<file path="config.mk">
export PLATFORM = sky130hd
export DESIGN_NAME = carregador_ram
export DESIGN_NICKNAME = d
export VERILOG_FILES = /design/src/rtl/sap1_pkg.sv /design/src/rtl/carregador_ram.sv
export SDC_FILE = /design/constraint.sdc
export NUM_CORES = 1
export LEC_CHECK = 0
export CORE_ASPECT_RATIO = 0.8
export CORE_MARGIN = 1.5
export CORE_UTILIZATION = 52
export DETAILED_ROUTE_END_ITERATION = 8
export GPL_TIMING_DRIVEN = 0
export PLACE_DENSITY = 0.93
export SLEW_MARGIN = 15
export SYNTH_ARGS = -nofsm -noshare
export SYNTH_HDL_FRONTEND = slang
export SYNTH_SLANG_ARGS = --single-unit
</file>
<file path="constraint.sdc">
create_clock -name clk -period 4.48 [get_ports clk]
set_clock_uncertainty 0.05 [all_clocks]
set_input_delay 0.896 -clock clk [delete_from_list [all_inputs] [get_ports clk]]
set_output_delay 0.896 -clock clk [all_outputs]
set_load 0.02 [all_outputs]
</file>
<file path="src/rtl/sap1_pkg.sv">
// Shared SAP-1 definitions: loader FSM states, opcode constants and an 8-bit
// wrap-around add helper.
package sap1_pkg;

  typedef enum logic [1:0] {
    OCIOSO    = 2'd0,
    ESPERA    = 2'd1,
    ESCRITA   = 2'd2,
    CONCLUIDO = 2'd3
  } estado_t;

  localparam logic [3:0] LDA = 4'h0;
  localparam logic [3:0] ADD = 4'h1;
  localparam logic [3:0] SUB = 4'h2;
  localparam logic [3:0] OUT = 4'hE;
  localparam logic [3:0] HLT = 4'hF;

  function automatic logic [7:0] soma8(input logic [7:0] a, input logic [7:0] b);
    return a + b;
  endfunction

endpackage

</file>
<file path="src/rtl/carregador_ram.sv">
// Loads PALAVRAS bytes into the external 16x8 SAP-1 program memory, holding the CPU while open.
// Write strobe one cycle after each accepted byte; dado_pronto drops during the write (1 byte / 2 cycles).
module carregador_ram
  import sap1_pkg::*;
#(
  parameter int PALAVRAS = 16
) (
  input  logic       clk,
  input  logic       clr_n,
  input  logic       iniciar,
  input  logic       abortar,
  input  logic [7:0] dado,
  input  logic       dado_valido,
  output logic       dado_pronto,
  output logic       mem_we,
  output logic [3:0] mem_endereco,
  output logic [7:0] mem_dado,
  output logic       carregando,
  output logic       concluido,
  output logic [4:0] contagem,
  output logic [7:0] soma,
  output logic       cpu_clr_n
);

  localparam logic [4:0] ULTIMA = 5'(PALAVRAS);

  estado_t    estado_q;
  logic       pronto_q;
  logic       we_q;
  logic       carregando_q;
  logic       concluido_q;
  logic [3:0] endereco_q;
  logic [7:0] dado_q;
  logic [4:0] contagem_q;
  logic [7:0] soma_q;
  logic [4:0] contagem_d;
  logic [7:0] soma_d;

  always_comb begin
    contagem_d = contagem_q + 5'd1;
    soma_d     = soma8(soma_q, dado_q);
  end

  always_ff @(posedge clk or negedge clr_n) begin
    if (!clr_n) begin
      estado_q     <= OCIOSO;
      pronto_q     <= 1'b0;
      we_q         <= 1'b0;
      carregando_q <= 1'b0;
      concluido_q  <= 1'b0;
      endereco_q   <= 4'd0;
      dado_q       <= 8'd0;
      contagem_q   <= 5'd0;
      soma_q       <= 8'd0;
    end else begin
      case (estado_q)
        OCIOSO, CONCLUIDO: begin
          if (iniciar && !abortar) begin
            estado_q     <= ESPERA;
            pronto_q     <= 1'b1;
            carregando_q <= 1'b1;
            concluido_q  <= 1'b0;
            contagem_q   <= 5'd0;
            soma_q       <= 8'd0;
          end
        end
        // Abort wins over a simultaneous handshake: the offered byte is dropped.
        ESPERA: begin
          if (abortar) begin
            estado_q     <= OCIOSO;
            pronto_q     <= 1'b0;
            carregando_q <= 1'b0;
          end else if (dado_valido && pronto_q) begin
            estado_q   <= ESCRITA;
            pronto_q   <= 1'b0;
            we_q       <= 1'b1;
            endereco_q <= contagem_q[3:0];
            dado_q     <= dado;
          end
        end
        ESCRITA: begin
          we_q       <= 1'b0;
          contagem_q <= contagem_d;
          soma_q     <= soma_d;
          if (contagem_d == ULTIMA) begin
            estado_q     <= CONCLUIDO;
            concluido_q  <= 1'b1;
            carregando_q <= 1'b0;
          end else if (abortar) begin
            estado_q     <= OCIOSO;
            carregando_q <= 1'b0;
          end else begin
            estado_q <= ESPERA;
            pronto_q <= 1'b1;
          end
        end
        default: estado_q <= OCIOSO;
      endcase
    end
  end

  assign dado_pronto  = pronto_q;
  assign mem_we       = we_q;
  assign mem_endereco = endereco_q;
  assign mem_dado     = dado_q;
  assign carregando   = carregando_q;
  assign concluido    = concluido_q;
  assign contagem     = contagem_q;
  assign soma         = soma_q;
  assign cpu_clr_n    = ~carregando_q;

endmodule

</file>
Yosys cells after proc, flatten, opt, wreduce, memory -nomap -nowiden --
Index checks and enable logic that the tools add are counted.
Storage, ports and cells: memories kept 0, memory bits (read-only) 0, bits in registers 31, latch bits 0, bits in writable memories 0
Operators by class: add/subtract/negate cells 2, multiply operators 0, bitwise gates (word level) 2, equal/unequal tests 11, mux-type cells 25, shift operators 0, $lt $le $gt $ge 0, reductions and logical operators 13, div/mod/pow operators 0
Operators by type and width (count):
- 8-bit one-hot mux with 2 select lines | 1
- 1-bit 2-to-1 mux | 12
- 2-bit inequality test (second input constant) | 6
- 5-bit one-hot mux with 2 select lines | 1
- 3-bit AND reduction | 3
- 8-bit adder | 1
- 2-bit 2-to-1 mux | 4
- 8-bit 2-to-1 mux | 1
- 1-bit one-hot mux with 3 select lines | 2
- 2-bit one-hot mux with 3 select lines | 1
- 5-bit by 1-bit adder with 5-bit output (second input constant) | 1
- 5-bit == test (second input constant) | 1
- 5-bit 2-to-1 mux | 1
- 2-bit == test (second input constant) | 2
- 1-bit one-hot mux with 2 select lines | 2
- 2-bit AND reduction | 2
- 4-bit AND reduction | 1
- 2-bit nonzero test | 2
- 3-bit inequality test (second input constant) | 1
- 2-bit by 1-bit == test with 1-bit output (second input constant) | 1
- 1-bit logical AND | 2
- 2-bit logical NOT | 1
- 1-bit inverter | 2
- 2-bit OR reduction | 1
- 1-bit logical NOT | 1

Logic depth before layout (Yosys ltp) --
Gate-level depths: netlist (run 1).
depth after elaboration 4, gate-level depth with buffers 8, mapped depth without buffers 7

Worst setup path before layout (run 1) --
OpenSTA, ideal clock, no wires.
path type flip-flop to flip-flop, start register dado_q[0], in the netlist mem_dado[0], end register soma_q[6], in the netlist soma[6], clock period less this slack 2.018 ns, setup slack 2.462 ns, stages on the path, launching flop included 8, setup time 0.140 ns, data required time 4.290 ns, data arrival time 1.828 ns, path buffers 0, cells stage by stage dfrtp_1 > ha_1 > fa_1 > a21o_2 > a21oi_1 > o211ai_1 > xnor2_1 > o21ai_0
Between the ends: longest elaborated chain between the ends 2
Ends and longest elaborated chain:
- start, declared | line carregador_ram.sv:33 | logic [7:0] dado_q;
- start signal, assigned | line carregador_ram.sv:78 | dado_q <= dado;
- 8-bit adder | line sap1_pkg.sv:19 | return a + b;
- 8-bit one-hot mux with 2 select lines | line carregador_ram.sv:56 | case (estado_q)
- end signal, assigned | line carregador_ram.sv:84 | soma_q <= soma_d;
- end, declared | line carregador_ram.sv:35 | logic [7:0] soma_q;
Every way passes these cells. A chain may end at the register's enable or synchronous reset.

Worst setup path after layout (run 1) --
start register contagem_q[2], in the netlist contagem[2], end output port contagem[2]
RTL lines:
- start, declared | line carregador_ram.sv:34 | logic [4:0] contagem_q;
- start signal, assigned | line carregador_ram.sv:83 | contagem_q <= contagem_d;
- end, declared | line carregador_ram.sv:20 | output logic [4:0] contagem,
No word-level cell between the ends.

==> reports/metrics.csv, run 1 <==
metric,value,unit
status,completed,
register area share after synthesis,0.476,
"Slew Viols, Final",0,
WL/cell,14.8,um
worst r2r dst,soma[6],
layout cells sized above 1,0.0578,
largest area contributor in the netlist,dfrtp_1,
min cycle time layout,2420,ps
hold path depth,2,
H-tree levels,2,
unrepaired setup endpoints after global routing,false,
switch share,0.415,
Die W,65.6,um
Bufs and invs on worst path,1,
#FFs+latches synth,31,
# setup viols final,0,
die area,3480,um2
CORE AREA,2870,um2
largest net degree at the start of global routing,32,
Total Routing Usage GR,0.259,
dpl ws,1860,ps
commonest cells in the netlist,"nand2_1 (51), dfrtp_1 (31), ha_1 (10), o21ai_0 (10)",
crit path launch type,register,
Tcrit/Tclk final,0.541,
DP HPWL,2820,um
row count,17,
ys flop type,dfrtp_1,
Post-Synthesis Cell Area,1630,um2
hold wc startpoint,mem_endereco[0],
crit-path cells,clkdlybuf4s50_1,
RD Place Congestion,0.874,
via count,1428,
initial DRC count,94,
crit-path leading delay family,buffers and inverters,
register area,776,um2
flop-to-flop setup slack,2340,ps
Cell Pwr Density,615,nW/um2
setup_tns,0,ps
Crit path depth,1,
starting density of the core,0.568,
WHS,431,ps
Worst EP required,3530,ps
fin worst setup slack,2060,ps
Layout fillers,203,
number of diodes,0,
DRT Pass-1 Iters,4,
CP Max Fanout,9,
Internal,0.000783,W
first-pass GRT wire length,6510,um
total power draw,0.00134,W
"CTS clk-pin slew, worst paths",60,ps
CP max stage cell,clkdlybuf4s50_1,
ANT nets after route,0,
most common cell in the netlist,nand2_1,
Slew @ Worst Pin,662,ps
vias in the first global route,1401,
Hold Path End,mem_endereco[0],
final WL,3890,um
grt ovf,0,
synth unique cells,32,
nets,248,
Layout area overhead,33.4,%
YS warnings,0,
main area contributors after synthesis,"dfrtp_1 (48%), nand2_1 (12%), ha_1 (7.7%)",
peak supply drop,417,uV
Mapped Cells,175,
Post-synth ARST share,1.00,
# DRC,0,
maximum clock insertion buffer count,2,
Max Cap Viol,0,
area of the multi-input gates,802,um2
max_slew headroom,0.559,
Vias/cell,5.43,
worst skew pair latency,290,ps
I/O Pins,43,
Flop pwr share,0.338,
CP Data Arrival Time,1480,ps
root buffer cell,clkbuf_8,
TritonCTS buffer count,5,
hold_buf cts,0,
combinational power share,0.503,
Num Clock Sinks,31,
WS Path Type,register to primary output,
worst min-delay path category,register to register,
Leakage,1.04,nW
worst r2r path cells,7,
"Hold Violations, Final",0,
Switching Power,0.000555,W
die height,53.1,um
Crit Reg-Reg Startpoint,mem_dado[0],
post-CTS resize count,0,
Synth top area share,0.476,
initial antenna violation count,0,
Synthesized Nets,199,
CTS tree,done,
"EDFF count, synth",0,
"Setup Fix Bufs, Post-CTS",0,
CP Capture Type,primary output,
clock power share,0.160,
average size of a mapped cell,9.32,um2
IO buf count,42,
Critical Path Max Stage Delay,670,ps
Max Fclk,413,MHz
[per-stage QoR]
stage               utilization  cell area [um2]  std cells
CTS                       0.757             2170        263
floorplan                     -             1630        175
global placement          0.731             2100        255
detailed placement        0.729             2090        255
global route              0.757             2170        263
finish                    0.757             2170        263
[per-layer routing]
| metal | vias to the layer above | track usage | wire [um] |
|---|---|---|---|
| li1 | 700 | - | - |
| met1 | 669 | 0.324 | 1740 |
| met2 | 51 | 0.425 | 1840 |
| met3 | 8 | 0.0936 | 256 |
| met4 | 0 | 0.0729 | 54 |
| met5 | - | 0 | 0 |
[layout make-up]
type | instances | area share
multi-input cells | 131 | 0.369
clock inverters | 1 | 0.00230
flip-flops and latches | 31 | 0.357
repair buffers | 42 | 0.191
clock buffers | 7 | 0.0351
inverters | 9 | 0.0155
well taps | 38 | 0.0219
plain buffers | 4 | 0.00863
[power groups by stage]
stage / combinational [W] / sequential [W] / clock, W
4_1_cts: 0.000674 / 0.000451 / 0.000214
3_3_place_gp: 0.000642 / 0.000452 / 0
6_report: 0.000673 / 0.000452 / 0.000214
5_1_grt: 0.000740 / 0.000463 / 0.000231
3_5_place_dp: 0.000671 / 0.000455 / 0
2_1_floorplan: 0.000314 / 0.000537 / 0
[kinds of logic (layout without fill, tap and decap cells)]
kind of cell,after synthesis,count (layout),synth area share
adders and majority gates,11,11,0.0890
DFF,31,31,0.476
muxes,4,4,0.0246
AOI/OAI and AO/OA,43,43,0.167
xor gates and xnor gates,7,7,0.0376
buffers and inverters,13,63,0.0322
and+or+nand+nor,66,66,0.173
[sequential cells by signal, indices dropped and copies added, names as in the netlist]
name          flops
mem_dado          8
mem_we            1
soma              8
dado_pronto       1
estado_q          2
contagem          5
mem_endereco      4
carregando        1
concluido         1
[worst max path at each step]
| stage | start | endpoint | slack, ps |
|---|---|---|---|
| final | contagem[2] | contagem[2] | 2060 |
| after floorplan | mem_dado[0] | soma[6] | 2460 |
| after detailed placement | abortar | contagem[2] | 1860 |
| after CTS | contagem[2] | contagem[2] | 2060 |
| after global routing | abortar | soma[6] | 1990 |
| after global placement | abortar | soma[7] | 1880 |
[layout by cell type (no fill, tap or decap)]
| cell type | Yosys | routed |
|---|---|---|
| a211oi_1 | 1 | 1 |
| o31ai_1 | 2 | 2 |
| inv_1 | 9 | 9 |
| a21o_2 | 1 | 1 |
| a21oi_1 | 9 | 9 |
| clkbuf_8 | 0 | 5 |
| xnor2_1 | 3 | 3 |
| o21ai_1 | 5 | 5 |
| nand2b_1 | 5 | 5 |
| dfrtp_1 | 31 | 31 |
| nand3_1 | 4 | 4 |
| ha_1 | 10 | 10 |
| nand4b_1 | 1 | 1 |
| and4_4 | 1 | 1 |
| buf_2 | 3 | 4 |
| fa_1 | 1 | 1 |
| a2bb2oi_1 | 1 | 1 |
| mux2i_1 | 4 | 4 |
| nor2b_1 | 1 | 1 |
| o2bb2ai_1 | 1 | 1 |
| a31oi_1 | 2 | 2 |
| o22ai_1 | 1 | 1 |
| clkdlybuf4s50_1 | 0 | 41 |
| a211o_1 | 1 | 1 |
| a211oi_2 | 1 | 1 |
| nor2_1 | 2 | 2 |
| o21ai_0 | 10 | 10 |
| nand2_1 | 51 | 51 |
| a22o_1 | 3 | 3 |
| clkbuf_1 | 1 | 3 |
| clkinv_2 | 0 | 1 |
| a21o_1 | 2 | 2 |
| xor2_1 | 4 | 4 |
| o211ai_1 | 3 | 3 |
| and3_1 | 1 | 1 |
No activity file was read; power rests on OpenSTA's default activity.
==> run 2, diff against run 1 <==
CORE_UTILIZATION = 48   (was 52)
PLACE_DENSITY = 0.87   (was 0.93)
clock period = 2.3 ns   (was 4.48 ns; I/O delays follow)
==> reports/metrics.csv, run 2 (synthesized netlist as in run 1, its figures left out) <==
metric,value,unit,change
Slew @ Worst Pin,676,ps,was 662 ps
"CTS clk-pin slew, worst paths",70,ps,was 60 ps
switch share,0.402,,was 0.415
Worst EP required,2440,ps,was 3530 ps
clock power share,0.181,,was 0.160
setup_tns,0,ps,unchanged
Layout fillers,252,,was 203
Finished Cell Area,2200,um2,was 2170 um2
via count,1454,,was 1428
Critical Path Start,mem_dado[0],,was contagem[2]
area of the multi-input gates,802,um2,unchanged
Critical Path Max Stage Delay,430,ps,was 670 ps
grt ovf,0,,unchanged
I/O Pins,43,,unchanged
CORE AREA,3150,um2,was 2870 um2
initial antenna violation count,0,,unchanged
CTS tree,done,,unchanged
"Hold Violations, Final",0,,unchanged
Cell Pwr Density,1210,nW/um2,was 615 nW/um2
Leakage,1.05,nW,was 1.04 nW
worst min-delay path category,input pin to async pin,,was register to register
crit path launch type,register,,unchanged
combinational power share,0.486,,was 0.503
initial DRC count,104,,was 94
Layout Utilization,0.696,,was 0.757
vias in the first global route,1376,,was 1401
Max Cap Viol,0,,unchanged
min cycle time layout,2140,ps,
"commonest non-fill, non-tap cell in the layout",nand2_1,,unchanged
crit-path leading delay family,compound AO/OA/AOI/OAI gates,,was buffers and inverters
row count,18,,was 17
Switching Power,0.00106,W,was 0.000555 W
first-pass GRT wire length,6440,um,was 6510 um
CP Max Fanout,3,,was 9
Num Clock Sinks,31,,unchanged
final WL,3730,um,was 3890 um
Max Fclk,468,MHz,
root buffer cell,clkbuf_8,,unchanged
Bufs and invs on worst path,0,,was 1
# DRC,0,,unchanged
WHS,158,ps,was 431 ps
nets,248,,unchanged
status,completed,,unchanged
DP HPWL,2660,um,was 2820 um
H-tree levels,2,,unchanged
placed cell area,2100,um2,was 2090 um2
most frequent cells in the layout,"nand2_1 (51), clkdlybuf4s50_1 (41), dfrtp_1 (31)",,unchanged
WS Path Type,register to register,,was register to primary output
Crit Reg-Reg Startpoint,mem_dado[0],,unchanged
crit-path cells,ha_1 > fa_1 > a21o_2 > a21oi_1 > o211ai_1 > xnor2_1 > o21ai_0,,was clkdlybuf4s50_1
fin worst setup slack,165,ps,was 2060 ps
hold_buf cts,0,,unchanged
Tcrit/Tclk final,0.928,,
CP max stage cell,fa_1,,was clkdlybuf4s50_1
RD Place Congestion,0.796,,was 0.874
register area,776,um2,unchanged
Die W,68.2,um,was 65.6 um
ANT nets after route,0,,unchanged
largest net degree at the start of global routing,32,,unchanged
Vias/cell,5.49,,was 5.43
Total Routing Usage GR,0.240,,was 0.259
Flop pwr share,0.333,,was 0.338
"Setup Fix Bufs, Post-CTS",0,,unchanged
die height,55.1,um,was 53.1 um
post-CTS resize count,0,,unchanged
WL/cell,14.1,um,was 14.8 um
Internal,0.00158,W,was 0.000783 W
number of diodes,0,,unchanged
die area,3760,um2,was 3480 um2
IO buf count,42,,unchanged
maximum clock insertion buffer count,2,,unchanged
# setup viols final,0,,unchanged
max_slew headroom,0.546,,was 0.559
CP Capture Type,register,,was primary output
worst skew pair latency,290,ps,about the same
layout cells sized above 1,0.0622,,was 0.0578
Layout area overhead,34.7,%,was 33.4%
DRT Pass-1 Iters,4,,unchanged
TritonCTS buffer count,5,,unchanged
dpl ws,89.3,ps,was 1860 ps
starting density of the core,0.517,,was 0.568
CP Data Arrival Time,2280,ps,was 1480 ps
peak supply drop,763,uV,was 417 uV
unrepaired setup endpoints after global routing,false,,unchanged
"Slew Viols, Final",0,,unchanged
==> run 2: cell types whose count changed in the layout (fill, tap and decap cells not counted) <==
cell	before	now
clkinv_2	1	0
clkbuf_1	3	2
clkbuf_8	5	7
==> run 2: layer usage <==
metal	routed length, um	global-route usage	share of wire	vias to the layer above
li1	-	-	-	698
met2	1630	0.382	0.44	50
met1	1800	0.319	0.48	702
met4	34	0.0867	0.0091	0
met5	0	0	0	-
met3	268	0.0648	0.072	4
==> run 2: per-stage QoR <==
stage	instances	power, W
6_report	265	0.00265
3_3_place_gp	257	0.00213
3_5_place_dp	257	0.00217
2_1_floorplan	175	0.00166
5_1_grt	265	0.00284
4_1_cts	265	0.00266
==> run 2: path summary, 6_finish.rpt <==
check | to | slack (ps) | cells after the start
max | soma[6] | 160 | 7
max reg2reg | soma[6] | 160 | 7
max in group asynchronous | concluido | 1610 | 1
min | contagem[1] | 160 | 1
min reg2reg | mem_endereco[0] | 440 | 2
min in group clk | mem_endereco[0] | 440 | 2
==> run 2: worst register-to-register path: stages, from the launching register on <==
cell	delay (ps)
dfrtp_1	400
ha_1	260
fa_1	430
a21o_2	210
a21oi_1	240
o211ai_1	150
xnor2_1	130
o21ai_0	170
==> run 2: final cells by class <==
class	count	share of cell area
Clock buffer	8	0.0456
Inverter	9	0.0154
Tap cell	40	0.0228
Multi-Input combinational cell	131	0.365
Timing Repair Buffer	42	0.189
Buffer	4	0.00855
Sequential cell	31	0.353
==> run 2: power by group through the flow <==
stage	clock (W)	combinational, W	sequential [W]
finish	0.000478	0.00129	0.000882
global route	0.000506	0.00143	0.000906
CTS	0.000484	0.00129	0.000883
detailed placement	0	0.00128	0.000887
global placement	0	0.00125	0.000880
floorplan	0	0.000612	0.00105
==> run 3, diff against run 2 <==
CORE_UTILIZATION = 52   (was 48)
PLACE_DENSITY = 0.93   (was 0.87)
clock period = 2.7 ns   (was 2.3 ns; I/O delays follow)
==> results of run 3 <==
The final DEF is identical to that of run 1. Status: completed.
Among the figures that moved: setup slack after placement 1860 ps -> 437 ps; setup slack after layout 2060 ps -> 565 ps; hold slack 431 ps -> 225 ps; start point of the critical path contagem[2] -> mem_dado[0]; end point of the critical path contagem[2] -> soma[6]; register-to-register setup slack 2340 ps -> 560 ps; total power 0.00134 W -> 0.00222 W; worst IR drop on VDD 417 uV -> 692 uV
